## src/rtl/tone_sequencer.sv

```systemverilog
// Plays one handshaked note (tune/duration/volume) as a PWM tone, then a silent gap, then pulses note_done.
// Accepts only in IDLE with stop low; pwm_out is registered, so the first high cycle is the first PLAY cycle.
module tone_sequencer #(
    parameter int CNT_W     = 20,
    parameter int OCTAVES   = 3,
    parameter int VOL_W     = 4,
    parameter int DUR_W     = 8,
    parameter int TICK_CYC  = 50000,
    parameter int GAP_TICKS = 2
) (
    input  logic             clk,
    input  logic             rst,
    input  logic             in_valid,
    output logic             in_ready,
    input  logic [7:0]       in_tune,
    input  logic [DUR_W-1:0] in_dur,
    input  logic [VOL_W-1:0] in_vol,
    input  logic             stop,
    output logic             pwm_out,
    output logic             busy,
    output logic             note_done
);
    localparam int TICK_W = (TICK_CYC > 1) ? $clog2(TICK_CYC) : 1;
    localparam int PROD_W = CNT_W + VOL_W;
    localparam logic [TICK_W-1:0] TICK_END = TICK_W'(TICK_CYC - 1);
    localparam logic [DUR_W-1:0]  GAP_END  = DUR_W'(GAP_TICKS);

    typedef enum logic [1:0] {S_IDLE, S_PLAY, S_GAP} state_t;

    state_t             state_q, state_d;
    logic               audible_q, audible_d;
    logic [CNT_W-1:0]   period_q, period_d;
    logic [CNT_W-1:0]   high_q, high_d;
    logic [DUR_W-1:0]   dur_q, dur_d;
    logic [CNT_W-1:0]   pc_q, pc_d;
    logic [TICK_W-1:0]  tick_q, tick_d;
    logic [DUR_W-1:0]   dcnt_q, dcnt_d;
    logic               pwm_q, pwm_d;
    logic               done_q, done_d;

    logic [3:0]         note, oct;
    logic               audible_in;
    logic [CNT_W-1:0]   base, period_in, high_in;
    logic [PROD_W-1:0]  prod;

    // Decode the offered note so period/high_cnt can be registered on the accept edge.
    always_comb begin
        note       = in_tune[3:0];
        oct        = in_tune[7:4];
        audible_in = (note >= 4'd1) && (note <= 4'd7) && (oct >= 4'd1) && (int'(oct) <= OCTAVES);
        case (note)
            4'd1:    base = CNT_W'(18'h2EA9B);
            4'd2:    base = CNT_W'(18'h29902);
            4'd3:    base = CNT_W'(18'h25093);
            4'd4:    base = CNT_W'(18'h22F50);
            4'd5:    base = CNT_W'(18'h1F23F);
            4'd6:    base = CNT_W'(18'h1BBE4);
            4'd7:    base = CNT_W'(18'h18B73);
            default: base = '0;
        endcase
        period_in = audible_in ? (base >> (oct - 4'd1)) : '0;
        prod      = PROD_W'(period_in) * PROD_W'(in_vol);
        high_in   = CNT_W'(prod >> (VOL_W + 1));
    end

    assign in_ready  = (state_q == S_IDLE) && !stop;
    assign busy      = (state_q != S_IDLE);
    assign pwm_out   = pwm_q;
    assign note_done = done_q;

    always_comb begin
        state_d   = state_q;
        audible_d = audible_q;
        period_d  = period_q;
        high_d    = high_q;
        dur_d     = dur_q;
        pc_d      = pc_q;
        tick_d    = tick_q;
        dcnt_d    = dcnt_q;
        pwm_d     = 1'b0;
        done_d    = 1'b0;
        case (state_q)
            S_IDLE: begin
                if (in_valid && in_ready) begin
                    audible_d = audible_in;
                    period_d  = period_in;
                    high_d    = high_in;
                    dur_d     = in_dur;
                    pc_d      = '0;
                    tick_d    = '0;
                    dcnt_d    = '0;
                    if (in_dur == '0) begin
                        state_d = S_GAP;
                    end else begin
                        state_d = S_PLAY;
                        pwm_d   = audible_in && (high_in != '0);
                    end
                end
            end
            S_PLAY: begin
                if (!audible_q || pc_q == period_q - 1'b1) pc_d = '0;
                else                                       pc_d = pc_q + 1'b1;
                if (tick_q == TICK_END) begin
                    tick_d = '0;
                    dcnt_d = dcnt_q + 1'b1;
                end else begin
                    tick_d = tick_q + 1'b1;
                end
                // A partial final period is cut short: leave as soon as the last tick ends.
                if (tick_q == TICK_END && dcnt_q + 1'b1 == dur_q) begin
                    state_d = S_GAP;
                    dcnt_d  = '0;
                    pc_d    = '0;
                end else begin
                    pwm_d = audible_q && (pc_d < high_q);
                end
            end
            S_GAP: begin
                if (tick_q == TICK_END) begin
                    tick_d = '0;
                    if (dcnt_q + 1'b1 == GAP_END) begin
                        state_d = S_IDLE;
                        dcnt_d  = '0;
                        done_d  = 1'b1;
                    end else begin
                        dcnt_d = dcnt_q + 1'b1;
                    end
                end else begin
                    tick_d = tick_q + 1'b1;
                end
            end
            default: state_d = S_IDLE;
        endcase
        if (stop) begin
            state_d = S_IDLE;
            pwm_d   = 1'b0;
            done_d  = 1'b0;
            pc_d    = '0;
            tick_d  = '0;
            dcnt_d  = '0;
        end
    end

    always_ff @(posedge clk or posedge rst) begin
        if (rst) begin
            state_q   <= S_IDLE;
            audible_q <= 1'b0;
            period_q  <= '0;
            high_q    <= '0;
            dur_q     <= '0;
            pc_q      <= '0;
            tick_q    <= '0;
            dcnt_q    <= '0;
            pwm_q     <= 1'b0;
            done_q    <= 1'b0;
        end else begin
            state_q   <= state_d;
            audible_q <= audible_d;
            period_q  <= period_d;
            high_q    <= high_d;
            dur_q     <= dur_d;
            pc_q      <= pc_d;
            tick_q    <= tick_d;
            dcnt_q    <= dcnt_d;
            pwm_q     <= pwm_d;
            done_q    <= done_d;
        end
    end
endmodule

```

## config.mk

```make
export PLATFORM = sky130hd
export DESIGN_NAME = tone_sequencer
export DESIGN_NICKNAME = d
export VERILOG_FILES = /design/src/rtl/tone_sequencer.sv
export SDC_FILE = /design/constraint.sdc
export NUM_CORES = 1
export LEC_CHECK = 0
export CORE_UTILIZATION = 64
export DETAILED_ROUTE_END_ITERATION = 7
export PLACE_DENSITY = 0.8
export RECOVER_POWER = 25
export SLEW_MARGIN = 10
export SYNTH_ARGS = -nofsm -noshare
export SYNTH_HDL_FRONTEND = slang
export SYNTH_SLANG_ARGS = --single-unit
```

## constraint.sdc

```tcl
create_clock -name clk -period 6 [get_ports clk]
set_clock_uncertainty 0.2 [all_clocks]
set_input_delay 1.8 -clock clk [delete_from_list [all_inputs] [get_ports clk]]
set_output_delay 1.8 -clock clk [all_outputs]
set_load 0.1 [all_outputs]
```

==> results of run 1 <==
timing repair:
item | CTS
pin swaps | 95
setup endpoints to repair | 19
buffers inserted | 68
resized for setup | 160
gates cloned | 2
metrics by stage:
stage	worst slack, ns	instance area [um^2]	TNS (ns)
3_5_place_dp	-1.87	11200	-29.82
3_3_place_gp	-1.90	11200	-29.25
2_1_floorplan	-0.972	9640	-9.18
4_1_cts	-0.824	12600	-8.72
cells in the mapped netlist, types with 17 or more instances:
| cell type | n | area, um^2 |
|---|---|---|
| nor2_1 | 103 | 387 |
| nand2_1 | 99 | 372 |
| dfrtp_1 | 93 | 2330 |
| inv_1 | 84 | 315 |
| o21ai_0 | 65 | 325 |
| ha_1 | 51 | 638 |
| xor2_1 | 42 | 368 |
| xnor2_1 | 41 | 359 |
| a21oi_1 | 39 | 195 |
| clkbuf_1 | 36 | 135 |
| nor3_1 | 34 | 170 |
| fa_1 | 31 | 621 |
| nand3_1 | 30 | 150 |
| and2_1 | 27 | 169 |
| a21o_1 | 22 | 165 |
| nand4_1 | 22 | 138 |
| mux2_2 | 21 | 236 |
| nand2b_1 | 19 | 119 |
| and3_1 | 18 | 113 |
| a22o_1 | 17 | 149 |
kinds of logic after synthesis:
kind of cell	Yosys count
simple gates	445
compound gates	255
buf+inv	146
fa+ha+maj	82
xor+xnor	85
mux	28
flops	93
layer usage:
| metal | overflow | global-route usage, % |
|---|---|---|
| met5 | 0 | 21.2 |
| met4 | 8 | 67.8 |
| met3 | 0 | 57.3 |
| met2 | 16 | 88.7 |
| met1 | 0 | 73.8 |
==> key figures, run 1 <==
Floorplan
  • I/O pins: 28
  • Row cnt: 43
  • Effective utilization at floorplan: 66.7%
  • Die height: 123 um
  • Chip Width: 123 um

Global route
  • Global Route Usage Sum: 72.2%
  • Global route overflow: 24
  • Largest net degree at the start of global routing: 69

Synthesis
  • Dominant combinational cell family by area after synthesis: simple AND/OR/NAND/NOR gates
  • Fraction of the mapped netlist area in compound gates: 18.9%
  • Synthesized-area fraction occupied by xor and xnor cells: 8.08%
  • Netlist area before placement: 0.00940 mm^2
  • Main synth FF type: dfrtp_1
  • Avg Inst Size Synth: 8.29 um^2
  • Number of enable flip-flop cells after synthesis: 0
  • Yosys reg bits: 93
  • Synthesized instance count: 1134
  • FFs w/ async S/R, synth: 100%
  • Share of synthesized area occupied by flip-flops and latches: 24.8%
  • Simple-gate share of the synthesized area: 25.4%
  • Arithmetic-cell share of the synthesized area counting full adders, half adders and majority gates: 13.4%
  • Yosys synthesis warning count: 0
  • Mux cell area share after synthesis: 3.26%
  • Count of cell types in the netlist: 92
  • Synthesized Nets: 1240

Clock network
  • Library cell used as clock root buffer: clkbuf_16
  • Clock tree buffer depth: 2
  • TritonCTS Buffers: 9
  • # clock sinks: 93
  • Maximum level of the CTS H-tree: 3
  • Number of hold buffers added after cts: 0

Outcome
  • First Error: [ERROR GRT-0232] Routing congestion too high. Check the congestion heatmap in the GUI.
  • Last stage reached: global routing (5_1_grt)
  • Status: aborted with a tool error

STA
  • Category of the worst endpoint: register input
  • Worst setup endpoint after the global-route repair_timing: pwm_out$_DFF_PP0_/D

Place
  • DP Wirelength: 20700 um
  • Routability-driven placement congestion ratio: 0.982
  • Number of port buffers: 27
  • Placed Cells incl. Taps: 1464
==> run 2, diff against run 1 <==
--- a/config.mk
+++ b/config.mk
@@ -5,9 +5,9 @@
 export SDC_FILE = /design/constraint.sdc
 export NUM_CORES = 1
 export LEC_CHECK = 0
-export CORE_UTILIZATION = 64
+export CORE_UTILIZATION = 40
 export DETAILED_ROUTE_END_ITERATION = 7
-export PLACE_DENSITY = 0.8
+export PLACE_DENSITY_LB_ADDON = 0.15
 export RECOVER_POWER = 25
 export SLEW_MARGIN = 10
 export SYNTH_ARGS = -nofsm -noshare
==> run 2 against run 1 <==
Against the previous run: area after synthesis stayed put; the flow now finishes, with violations (max-capacitance violations, max-slew violations, negative setup slack); synthesized cell count stayed put.
==> key figures, run 2 <==
Finish
  • Total of fill cells in the finished design: 2101
  • Count of nets after finishing: 1450
  • Area added between synthesis and finish: 37.4%
  • Inserted Diodes: 0
  • Fraction of layout cells with a size suffix above 1: 32.3%
  • Commonest non-fill, non-tap cell in the layout: buf_4
  • Highest-count cells in the layout ignoring fill and taps: 202 x buf_4, 96 x nor2_1, 93 x dfrtp_1
  • Registers with the most flip-flops: pc_q (20), high_q (18), period_q (18)
  • Top register by number of flip-flops: pc_q
  • Area taken by multi-input logic gates: 0.00733 mm^2
  • Number of flip-flops under the largest register name: 20
  • Non-Filler Cell Area, Final: 0.0129 mm^2
  • Fraction of the core area covered by cells at the end of the flow: 56.5%
  • Total area of sequential cells: 0.00233 mm^2

Synthesis
  • Area contributors post-synth: dfrtp_1 25%, ha_1 6.8%, fa_1 6.6% (unchanged)
  • Yosys reg bits: 93 (unchanged)
  • Area leader, netlist: dfrtp_1 (unchanged)
  • Synthesized instance count: 1134 (unchanged)
  • Number of enable flip-flop cells after synthesis: 0 (unchanged)
  • Area share of the leading cell type in the synthesized netlist: 24.8% (unchanged)
  • Leading cell type by number of instances after synthesis: nor2_1 (unchanged)
  • Count of cell types in the netlist: 92 (unchanged)
  • Most frequent cells after synthesis: 103 x nor2_1, 99 x nand2_1, 93 x dfrtp_1 (unchanged)
  • Synthesized Nets: 1240 (unchanged)
  • Share of synthesized area occupied by flip-flops and latches: 24.8% (unchanged)
  • Netlist area before placement: 0.00940 mm^2 (unchanged)
  • Main synth FF type: dfrtp_1 (unchanged)
  • Avg Inst Size Synth: 8.29 um^2 (unchanged)
  • FFs w/ async S/R, synth: 100% (unchanged)
  • Yosys synthesis warning count: 0 (unchanged)

Global route
  • Via count of the first global-routing pass: 8922
  • Number of antenna violations at the first check in global routing: 0
  • Largest net degree at the start of global routing: 81
  • Global route overflow: 0
  • Global-route wire length before repair: 46300 um
  • Global Route Usage Sum: 24.2%

Pwr
  • Worst IR Drop VDD: 0.164 mV
  • Internal power: 1.56 mW
  • Sw Ratio: 38.6%
  • Power per Cell Area: 196 mW/mm^2
  • Reg power frac: 29.7%
  • Comb pwr share: 45.1%
  • Total chip power: 2.54 mW
  • Static leakage: 5.87 nW
  • Net switching power of the design: 0.980 mW
  • Clock share of power: 25.2%

Routing
  • Total via count in the routed design: 9228
  • Routed wire length: 28700 um
  • Antenna violation net count after detailed routing: 0
  • Iteration-0 DRC count of the detailed router: 700
  • Final routed wire length divided by cell count: 17.3 um
  • DRC Markers: 0
  • Pre-Repair DR Iteration Count: 5
  • Average vias per placed instance: 5.55

Clock network
  • TritonCTS Buffers: 9 (unchanged)
  • Number of hold buffers added after cts: 0 (unchanged)
  • Library cell used as clock root buffer: clkbuf_16 (unchanged)
  • Maximum level of the CTS H-tree: 3 (unchanged)
  • Clock tree from TritonCTS: done
  • Clock-pin slew reported for the worst setup and hold paths after clock tree synthesis: 0.07 ns
  • Clk_lat worst skew: 0.35 ns
  • Clock tree buffer depth: 2 (unchanged)
  • # clock sinks: 93 (unchanged)

Floorplan
  • I/O pins: 28 (unchanged)
  • CORE AREA: 0.0228 mm^2
  • Row cnt: 55 (was 43)
  • Die outline area: 0.0241 mm^2
  • Chip Width: 155 um (was 123 um)
  • Effective utilization at floorplan: 41.2% (was 66.7%)
  • Die height: 155 um (was 123 um)

Setup path
  • Data required, critical path: 6.07 ns
  • Crit Path Max Fanout: 8
  • Endpoint type of the worst setup path: flop
  • Maximum single-stage delay on the critical path: 0.49 ns
  • Library cell contributing the largest single delay on the critical path: fa_1
  • Worst path arrival time: 7.03 ns
  • Reg2reg setup slack: 0.20 ns
  • Type of the worst setup path: input pin to flop
  • Critical path startpoint category: input pin

Place
  • Routability-driven placement congestion ratio: 0.918 (was 0.982)
  • Number of port buffers: 27 (unchanged)
  • DP Wirelength: 21500 um (was 20700 um)
  • Placed cell areas: 0.0114 mm^2 (was 0.0112 mm^2)

STA
  • Final Max Slew Viols: 81
  • Rel. slew slack: -101%
  • Post-route fraction of the period consumed by the critical path: 116%
  • RSZ-0062 raised after global routing: yes
  • Clock period minus final worst setup slack: 6.96 ns
  • Hold violation count in the final report: 0
  • WHS: 0.281 ns
  • Number of setup violations in the final report: 19
  • Final worst setup slack: -0.955 ns
  • Fmax: 144 MHz
  • Tightest Pin Transition: 3.02 ns

Run
  • Max Cap Viol: 1

Outcome
  • Violated checks: max-capacitance violations, max-slew violations, negative setup slack
  • Status: complete, but fails checks (was aborted with a tool error)

Min path
  • Hold crit path type: flop to flop
## run 2: cell counts after synthesis
No cell type changed its count.
## run 2: cell families (layout without fill, tap and decap cells)
logic type                 after synthesis  count (layout)  synth area share, %
AOI/OAI and AO/OA                      255             255                 18.9
xor gates and xnor gates                85              85                 8.08
and+or+nand+nor                        445             445                 25.4
buffers and inverters                  146             361                 6.29
muxes                                   28              28                 3.26
adders and majority gates               82              82                 13.4
DFF                                     93              93                 24.8
## run 2: what timing repair did
item / CTS / global route
resized for setup: 138 / 65
setup endpoints to repair: 19 / 19
setup buffers: 40 / 14
cloned: 3 / 0
pin swaps: 82 / 67
## run 2: worst max-delay path, delay by kind of cell
family                   cells  cell delay [ns]
AND/OR/NAND/NOR              9             1.40
AO/OA/AOI/OAI                7             1.48
XOR/XNOR                     1             0.14
buffers and inverters        7             0.68
adder cells (fa/ha/maj)      4             1.51
## run 2: power groups by stage
stage / sequential [mW] / clock [mW] / combinational, mW
after floorplan: 0.742 / 0 / 0.749
final: 0.754 / 0.639 / 1.14
after CTS: 0.753 / 0.653 / 1.11
after global placement: 0.763 / 0 / 1.03
after detailed placement: 0.765 / 0 / 1.04
after global routing: 0.764 / 0.678 / 1.25
## run 2: worst paths after layout
path                               to        start  depth (start not counted)
setup / recovery              pwm_out   in_tune[5]                         28
hold / removal              high_q[2]    high_q[2]                          2
setup reg to reg              pwm_out  period_q[1]                         24
hold reg to reg             high_q[2]    high_q[2]                          2
max in group asynchronous  state_q[1]          rst                          2
min in group asynchronous    pc_q[13]          rst                          2
## run 2: metal layers
metal | vias to the layer above | track usage [%] | part of all wire [%]
li1 | 4452 | - | -
met1 | 4529 | 35.1 | 49
met2 | 213 | 37.7 | 45
met3 | 34 | 3.65 | 4.2
met4 | 0 | 5.23 | 1.3
met5 | - | 0 | 0
## run 2: cell type report
cell class	instances	share of cell area, %
multi-input cells	895	56.8
flip-flops and latches	93	18.0
repair buffers	258	17.0
well taps	313	3.03
inverters	87	2.61
clock buffers	10	1.85
clock inverters	6	0.707
## run 2: stage by stage
stage | cells | worst slack, ns | TNS [ns]
final | 1662 | -0.955 | -11.23
after global routing | 1662 | -1.14 | -14.37
after CTS | 1656 | -0.859 | -8.84
after detailed placement | 1602 | -1.93 | -28.95
after global placement | 1602 | -1.87 | -28.28
after floorplan | 1134 | -0.972 | -9.18
No activity file was read; power rests on OpenSTA's default activity.
==> run 3, diff against run 2 <==
--- a/config.mk
+++ b/config.mk
@@ -13,3 +13,4 @@
 export SYNTH_ARGS = -nofsm -noshare
 export SYNTH_HDL_FRONTEND = slang
 export SYNTH_SLANG_ARGS = --single-unit
+export TNS_END_PERCENT = 5
==> run 3 against run 2 <==
Against the previous run: the flow still finishes with violations (max-capacitance violations, max-slew violations, negative setup slack); register-to-register slack improved by 0.25 ns; clock-buffer cell count did not move; wire length fell by 3.2%; sequential cell count did not move; non-clock buffer count rose by 2; critical path depth fell by 4; fmax fell by 0.68%; first-iteration DRC count fell by 14%; sequential share of layout area rose by 0.28 points; critical path type unchanged; largest cell class unchanged; largest power group unchanged; highest routed layer unchanged.
==> key figures, run 3 (synthesized netlist as in run 2, its figures left out) <==
Outcome
  • Status: complete, but fails checks (unchanged)
  • Violated checks: max-capacitance violations, max-slew violations, negative setup slack (unchanged)

Setup path
  • Worst path arrival time: 7.02 ns (was 7.03 ns)
  • Reg2reg setup slack: 0.45 ns (was 0.20 ns)
  • Type of the worst setup path: input pin to flop (unchanged)
  • Critical path startpoint category: input pin (unchanged)
  • Library cell contributing the largest single delay on the critical path: fa_1 (unchanged)
  • Maximum single-stage delay on the critical path: 0.54 ns (was 0.49 ns)
  • Worst path buffer plus inverter count: 4 (was 7)
  • Family with the most delay on the worst path: simple AND/OR/NAND/NOR gates (was adder cells)
  • Endpoint type of the worst setup path: flop (unchanged)
  • Ordered cell list for the critical path: buf_6 > inv_4 > ha_4 > buf_6 > and2_4 > o2bb2ai_4 > nor4b_4 > a21oi_2 > a211oi_4 > nand2_1 > fa_1 > inv_2 > fa_1 > ha_4 > a21o_1 > a21o_1 > a21oi_2 > nand2_1 > or3_4 > a41oi_2 > xor2_1 > nor4bb_4 > and4_1 > a41oi_2
  • Crit Path Max Fanout: 8 (unchanged)
  • Data required, critical path: 6.01 ns (was 6.07 ns)

Global route
  • Number of antenna violations at the first check in global routing: 0 (unchanged)
  • Largest net degree at the start of global routing: 70 (was 81)
  • Global-route wire length before repair: 45500 um (was 46300 um)
  • Global Route Usage Sum: 23.5% (was 24.2%)
  • Via count of the first global-routing pass: 8881 (was 8922)
  • Global route overflow: 0 (unchanged)

Clock network
  • Number of hold buffers added after cts: 0 (unchanged)
  • Maximum level of the CTS H-tree: 3 (unchanged)
  • Clk_lat worst skew: 0.35 ns (about the same)
  • Clock tree from TritonCTS: done (unchanged)
  • Clock-pin slew reported for the worst setup and hold paths after clock tree synthesis: 0.07 ns (about the same)
  • Clock tree buffer depth: 2 (unchanged)
  • # clock sinks: 93 (unchanged)
  • Library cell used as clock root buffer: clkbuf_16 (unchanged)
  • TritonCTS Buffers: 9 (unchanged)

Min path
  • Hold crit path type: flop to flop (unchanged)

Finish
  • Commonest non-fill, non-tap cell in the layout: buf_4 (unchanged)
  • Inserted Diodes: 0 (unchanged)
  • Total of fill cells in the finished design: 2146 (was 2101)
  • Highest-count cells in the layout ignoring fill and taps: 218 x buf_4, 97 x nor2_1, 93 x dfrtp_1 (was 202 x buf_4, 96 x nor2_1, 93 x dfrtp_1)
  • Fraction of layout cells with a size suffix above 1: 30.7% (was 32.3%)
  • Top register by number of flip-flops: pc_q (unchanged)
  • Count of nets after finishing: 1452 (was 1450)
  • Fraction of the core area covered by cells at the end of the flow: 55.7% (was 56.5%)
  • Number of flip-flops under the largest register name: 20 (unchanged)
  • Registers with the most flip-flops: pc_q (20), high_q (18), period_q (18) (unchanged)
  • Area added between synthesis and finish: 35.3% (was 37.4%)
  • Non-filler cells in the finished layout: 1664 (was 1662)

Routing
  • Total via count in the routed design: 9149 (was 9228)
  • Antenna violation net count after detailed routing: 0 (unchanged)
  • Average vias per placed instance: 5.50 (was 5.55)
  • Pre-Repair DR Iteration Count: 5 (unchanged)
  • Iteration-0 DRC count of the detailed router: 600 (was 700)
  • DRC Markers: 0 (unchanged)
  • Routed wire length: 27800 um (was 28700 um)
  • Final routed wire length divided by cell count: 16.7 um (was 17.3 um)

STA
  • Number of setup violations in the final report: 19 (unchanged)
  • Hold violation count in the final report: 0 (unchanged)
  • Clock period minus final worst setup slack: 7.00 ns (was 6.96 ns)
  • Final Max Slew Viols: 70 (was 81)
  • WHS: 0.281 ns (about the same)
  • Post-route fraction of the period consumed by the critical path: 117% (was 116%)
  • Fmax: 143 MHz (was 144 MHz)
  • Final worst setup slack: -1.00 ns (was -0.955 ns)
  • RSZ-0062 raised after global routing: yes (unchanged)
  • Rel. slew slack: -77.9% (was -101%)
  • Tightest Pin Transition: 2.67 ns (was 3.02 ns)
  • Total Neg Setup Slack: -10.72 ns (was -11.23 ns)

Place
  • Number of port buffers: 27 (unchanged)
  • Pre-CTS worst setup slack: -1.90 ns (was -1.93 ns)
  • DP Wirelength: 21300 um (was 21500 um)
  • Placed Cells incl. Taps: 1607 (was 1602)
  • Routability-driven placement congestion ratio: 0.890 (was 0.918)

Pwr
  • Power per Cell Area: 202 mW/mm^2 (was 196 mW/mm^2)
  • Net switching power of the design: 0.975 mW (was 0.980 mW)
  • Comb pwr share: 44.3% (was 45.1%)
  • Clock share of power: 26.4% (was 25.2%)
  • Static leakage: 5.78 nW (was 5.87 nW)
  • Worst IR Drop VDD: 0.157 mV (was 0.164 mV)
  • Internal power: 1.59 mW (was 1.56 mW)
  • Sw Ratio: 38.0% (was 38.6%)
  • Reg power frac: 29.4% (was 29.7%)

Floorplan
  • I/O pins: 28 (unchanged)
  • CORE AREA: 0.0228 mm^2 (unchanged)
  • Row cnt: 55 (unchanged)
  • Effective utilization at floorplan: 41.2% (unchanged)
  • Die outline area: 0.0241 mm^2 (unchanged)
  • Chip Width: 155 um (unchanged)
  • Die height: 155 um (unchanged)

Run
  • Max Cap Viol: 1 (unchanged)
run 3: path summary, 6_finish.rpt:
kind	cells after the start	from	end
min reg2reg	2	high_q[2]	high_q[2]
max	24	in_tune[5]	pwm_out
max in group asynchronous	2	rst	dur_q[7]
max reg2reg	24	period_q[1]	pwm_out
min in group asynchronous	2	rst	pc_q[15]
min	2	high_q[2]	high_q[2]
run 3: power groups by stage:
stage | Clock, mW | Combinational (mW) | Sequential [mW]
6_report | 0.677 | 1.14 | 0.754
2_1_floorplan | 0 | 0.746 | 0.742
4_1_cts | 0.686 | 1.11 | 0.752
5_1_grt | 0.715 | 1.24 | 0.763
3_5_place_dp | 0 | 1.04 | 0.764
3_3_place_gp | 0 | 1.03 | 0.764
run 3: through the flow:
stage	cell area, um^2	total power, mW
after floorplan	9610	1.49
after global placement	11400	1.80
after detailed placement	11400	1.81
after CTS	12500	2.55
after global routing	12700	2.72
final	12700	2.57
run 3: cell type report:
cell class / instances / area, um^2 / share of cell area, %
Sequential cell: 93 / 2330 / 18.3
Clock buffer: 10 / 229 / 1.80
Inverter: 87 / 339 / 2.67
Multi-Input combinational cell: 895 / 7160 / 56.3
Timing Repair Buffer: 260 / 2160 / 17.0
Clock inverter: 6 / 116 / 0.915
Tap cell: 313 / 392 / 3.08
run 3: tightest hold or removal path, delay by kind of cell, from the launching register on:
kind            cells  cell delay, ns
flops               1            0.35
compound gates      1            0.06
simple gates        1            0.05
run 3: what timing repair did:
action / CTS / global route
pin swaps: 72 / 42
cloned: 2 / 0
setup buffers: 33 / 7
resized for setup: 110 / 46
hold endpoints to repair: 0 / 0
endpoints found under the setup margin: 19 / 19
run 3: per-layer routing:
layer,up-vias,wire length (um),global-route usage (%),part of all wire [%]
met5,-,0,0,0
met4,0,321,5.00,1.2
met3,29,1150,3.31,4.1
met2,182,12700,36.8,45
met1,4478,13700,34.2,49
li1,4460,-,-,-
==> run 4, diff against run 3 <==
--- a/config.mk
+++ b/config.mk
@@ -7,7 +7,6 @@
 export LEC_CHECK = 0
 export CORE_UTILIZATION = 40
 export DETAILED_ROUTE_END_ITERATION = 7
-export PLACE_DENSITY_LB_ADDON = 0.15
 export RECOVER_POWER = 25
 export SLEW_MARGIN = 10
 export SYNTH_ARGS = -nofsm -noshare
==> run 4 against run 3 <==
Against the previous run: the run still ends with max-capacitance violations, max-slew violations, negative setup slack left; hold slack worse by 0.00060 ns; wire length is 3.2% lower; largest cell class unchanged; critical path depth up 2; global-route usage fell by 0.56 points; clock power down 18%; clock-buffer cell count stayed put; setup slack improved by 0.068 ns; highest routed layer unchanged; critical path type unchanged; sequential power is essentially flat; non-clock buffer count fell by 19; utilization shrank 2.2 points.
==> key figures, run 4 (synthesized netlist as in run 2, its figures left out) <==
Finish
  • Commonest non-fill, non-tap cell in the layout: buf_4 (unchanged)
  • Number of flip-flops under the largest register name: 20 (unchanged)
  • Total area of sequential cells: 0.00233 mm^2 (unchanged)
  • Fraction of the core area covered by cells at the end of the flow: 53.5% (was 55.7%)
  • Area taken by multi-input logic gates: 0.00693 mm^2 (was 0.00716 mm^2)
  • Inserted Diodes: 0 (unchanged)
  • Top register by number of flip-flops: pc_q (unchanged)
  • Non-filler cells in the finished layout: 1644 (was 1664)
  • Registers with the most flip-flops: pc_q (20), high_q (18), period_q (18) (unchanged)
  • Highest-count cells in the layout ignoring fill and taps: 204 x buf_4, 98 x nor2_1, 94 x nand2_1 (was 218 x buf_4, 97 x nor2_1, 93 x dfrtp_1)
  • Count of nets after finishing: 1433 (was 1452)
  • Fraction of layout cells with a size suffix above 1: 27.1% (was 30.7%)
  • Total of fill cells in the finished design: 2233 (was 2146)
  • Area added between synthesis and finish: 30.0% (was 35.3%)

Clock network
  • # clock sinks: 93 (unchanged)
  • Clock tree buffer depth: 2 (unchanged)
  • Maximum level of the CTS H-tree: 3 (unchanged)
  • Library cell used as clock root buffer: clkbuf_16 (unchanged)
  • Clock-pin slew reported for the worst setup and hold paths after clock tree synthesis: 0.07 ns (about the same)
  • Number of hold buffers added after cts: 0 (unchanged)
  • Clk_lat worst skew: 0.36 ns (was 0.35 ns)
  • TritonCTS Buffers: 9 (unchanged)
  • Clock tree from TritonCTS: done (unchanged)

Pwr
  • Worst IR Drop VDD: 0.146 mV (was 0.157 mV)
  • Power per Cell Area: 196 mW/mm^2 (was 202 mW/mm^2)
  • Total chip power: 2.39 mW (was 2.57 mW)
  • Static leakage: 5.61 nW (was 5.78 nW)

Floorplan
  • I/O pins: 28 (unchanged)
  • Row cnt: 55 (unchanged)
  • Chip Width: 155 um (unchanged)
  • CORE AREA: 0.0228 mm^2 (unchanged)
  • Die height: 155 um (unchanged)
  • Effective utilization at floorplan: 41.2% (unchanged)
  • Die outline area: 0.0241 mm^2 (unchanged)

STA
  • Total Neg Setup Slack: -10.98 ns (was -10.72 ns)
  • Fmax: 144 MHz (was 143 MHz)
  • Final worst setup slack: -0.935 ns (was -1.00 ns)
  • Rel. slew slack: -96.1% (was -77.9%)
  • RSZ-0062 raised after global routing: yes (unchanged)
  • Hold violation count in the final report: 0 (unchanged)
  • Post-route fraction of the period consumed by the critical path: 116% (was 117%)
  • Final Max Slew Viols: 66 (was 70)
  • Clock period minus final worst setup slack: 6.93 ns (was 7.00 ns)
  • Tightest Pin Transition: 2.93 ns (was 2.67 ns)
  • Number of setup violations in the final report: 19 (unchanged)

Routing
  • Final routed wire length divided by cell count: 16.4 um (was 16.7 um)
  • Iteration-0 DRC count of the detailed router: 587 (was 600)
  • DRC Markers: 0 (unchanged)
  • Average vias per placed instance: 5.44 (was 5.50)
  • Antenna violation net count after detailed routing: 0 (unchanged)
  • Routed wire length: 27000 um (was 27800 um)
  • Pre-Repair DR Iteration Count: 7 (was 5)
  • Total via count in the routed design: 8940 (was 9149)

Setup path
  • FF-to-FF path depth: 22 (was 24)
  • Endpoint type of the worst setup path: flop (unchanged)
  • Dominant cell type by count on the critical path: buf_4
  • Crit Path Max Fanout: 11 (was 8)
  • Maximum single-stage delay on the critical path: 0.50 ns (was 0.54 ns)
  • Worst path arrival time: 6.96 ns (was 7.02 ns)
  • Reg2reg setup slack: 0.27 ns (was 0.45 ns)
  • Critical path startpoint category: input pin (unchanged)
  • Type of the worst setup path: input pin to flop (unchanged)
  • Library cell contributing the largest single delay on the critical path: fa_1 (unchanged)
  • Data required, critical path: 6.02 ns (was 6.01 ns)

Min path
  • Hold Path Cell Cnt: 2 (unchanged)
  • Hold crit path type: flop to flop (unchanged)

Place
  • Routability-driven placement congestion ratio: 0.911 (was 0.890)
  • Number of port buffers: 27 (unchanged)
  • Pre-CTS worst setup slack: -1.93 ns (was -1.90 ns)
  • Placed Cells incl. Taps: 1614 (was 1607)
  • DP Wirelength: 21000 um (was 21300 um)

Global route
  • Largest net degree at the start of global routing: 66 (was 70)
  • Global Route Usage Sum: 22.9% (was 23.5%)
  • Via count of the first global-routing pass: 8749 (was 8881)
  • Global route overflow: 0 (unchanged)
  • Number of antenna violations at the first check in global routing: 0 (unchanged)
  • Global-route wire length before repair: 44500 um (was 45500 um)

Run
  • Max Cap Viol: 1 (unchanged)

Outcome
  • Status: complete, but fails checks (unchanged)
  • Violated checks: max-capacitance violations, max-slew violations, negative setup slack (unchanged)
-- run 4: cell type report --
class,count,area share [%]
sequential,93,19.0
tap,313,3.20
clock buffer,10,1.95
multi-input combinational,895,56.7
clock inverter,5,0.348
inverter,87,2.74
timing repair buffer,241,16.0
-- run 4: path summary, 6_finish.rpt --
kind / startpoint / end
min in group asynchronous: rst / pc_q[11]
min reg2reg: high_q[17] / high_q[17]
max: in_tune[2] / pwm_out
max reg2reg: period_q[1] / pwm_out
max in group asynchronous: rst / period_q[0]
min: high_q[17] / high_q[17]
-- run 4: critical path, delay by kind of cell --
kind	cells	cell delay, ns
AND/OR/NAND/NOR	10	1.48
adder cells (fa/ha/maj)	3	1.25
buffers and inverters	6	1.00
AO/OA/AOI/OAI	7	1.40
-- run 4: through the flow --
stage          cell area [um^2]  hold WS (ns)
3_3_place_gp              11500         0.263
4_1_cts                   12200         0.285
3_5_place_dp              11500         0.271
6_report                  12200         0.280
2_1_floorplan              9610         0.249
5_1_grt                   12200         0.311
-- run 4: per-layer routing --
| layer | vias to the layer above | share of wire, % | GRT usage (%) |
|---|---|---|---|
| met5 | - | 0 | 0 |
| met4 | 0 | 1.2 | 5.74 |
| met1 | 4339 | 48 | 33.0 |
| met2 | 163 | 46 | 36.0 |
| li1 | 4415 | - | - |
| met3 | 23 | 4.6 | 3.31 |
-- run 4: what timing repair did --
item	in CTS	in global routing
pin swaps	43	4
cloned	2	0
setup buffers	13	0
gates resized for setup	82	14
setup endpoints to repair	19	19
-- run 4: where the power goes --
part | leakage (nW) | switching [mW] | internal [mW]
clock network | 0.141 | 0.258 | 0.295
logic | 4.19 | 0.623 | 0.464
registers | 1.28 | 0.0640 | 0.689
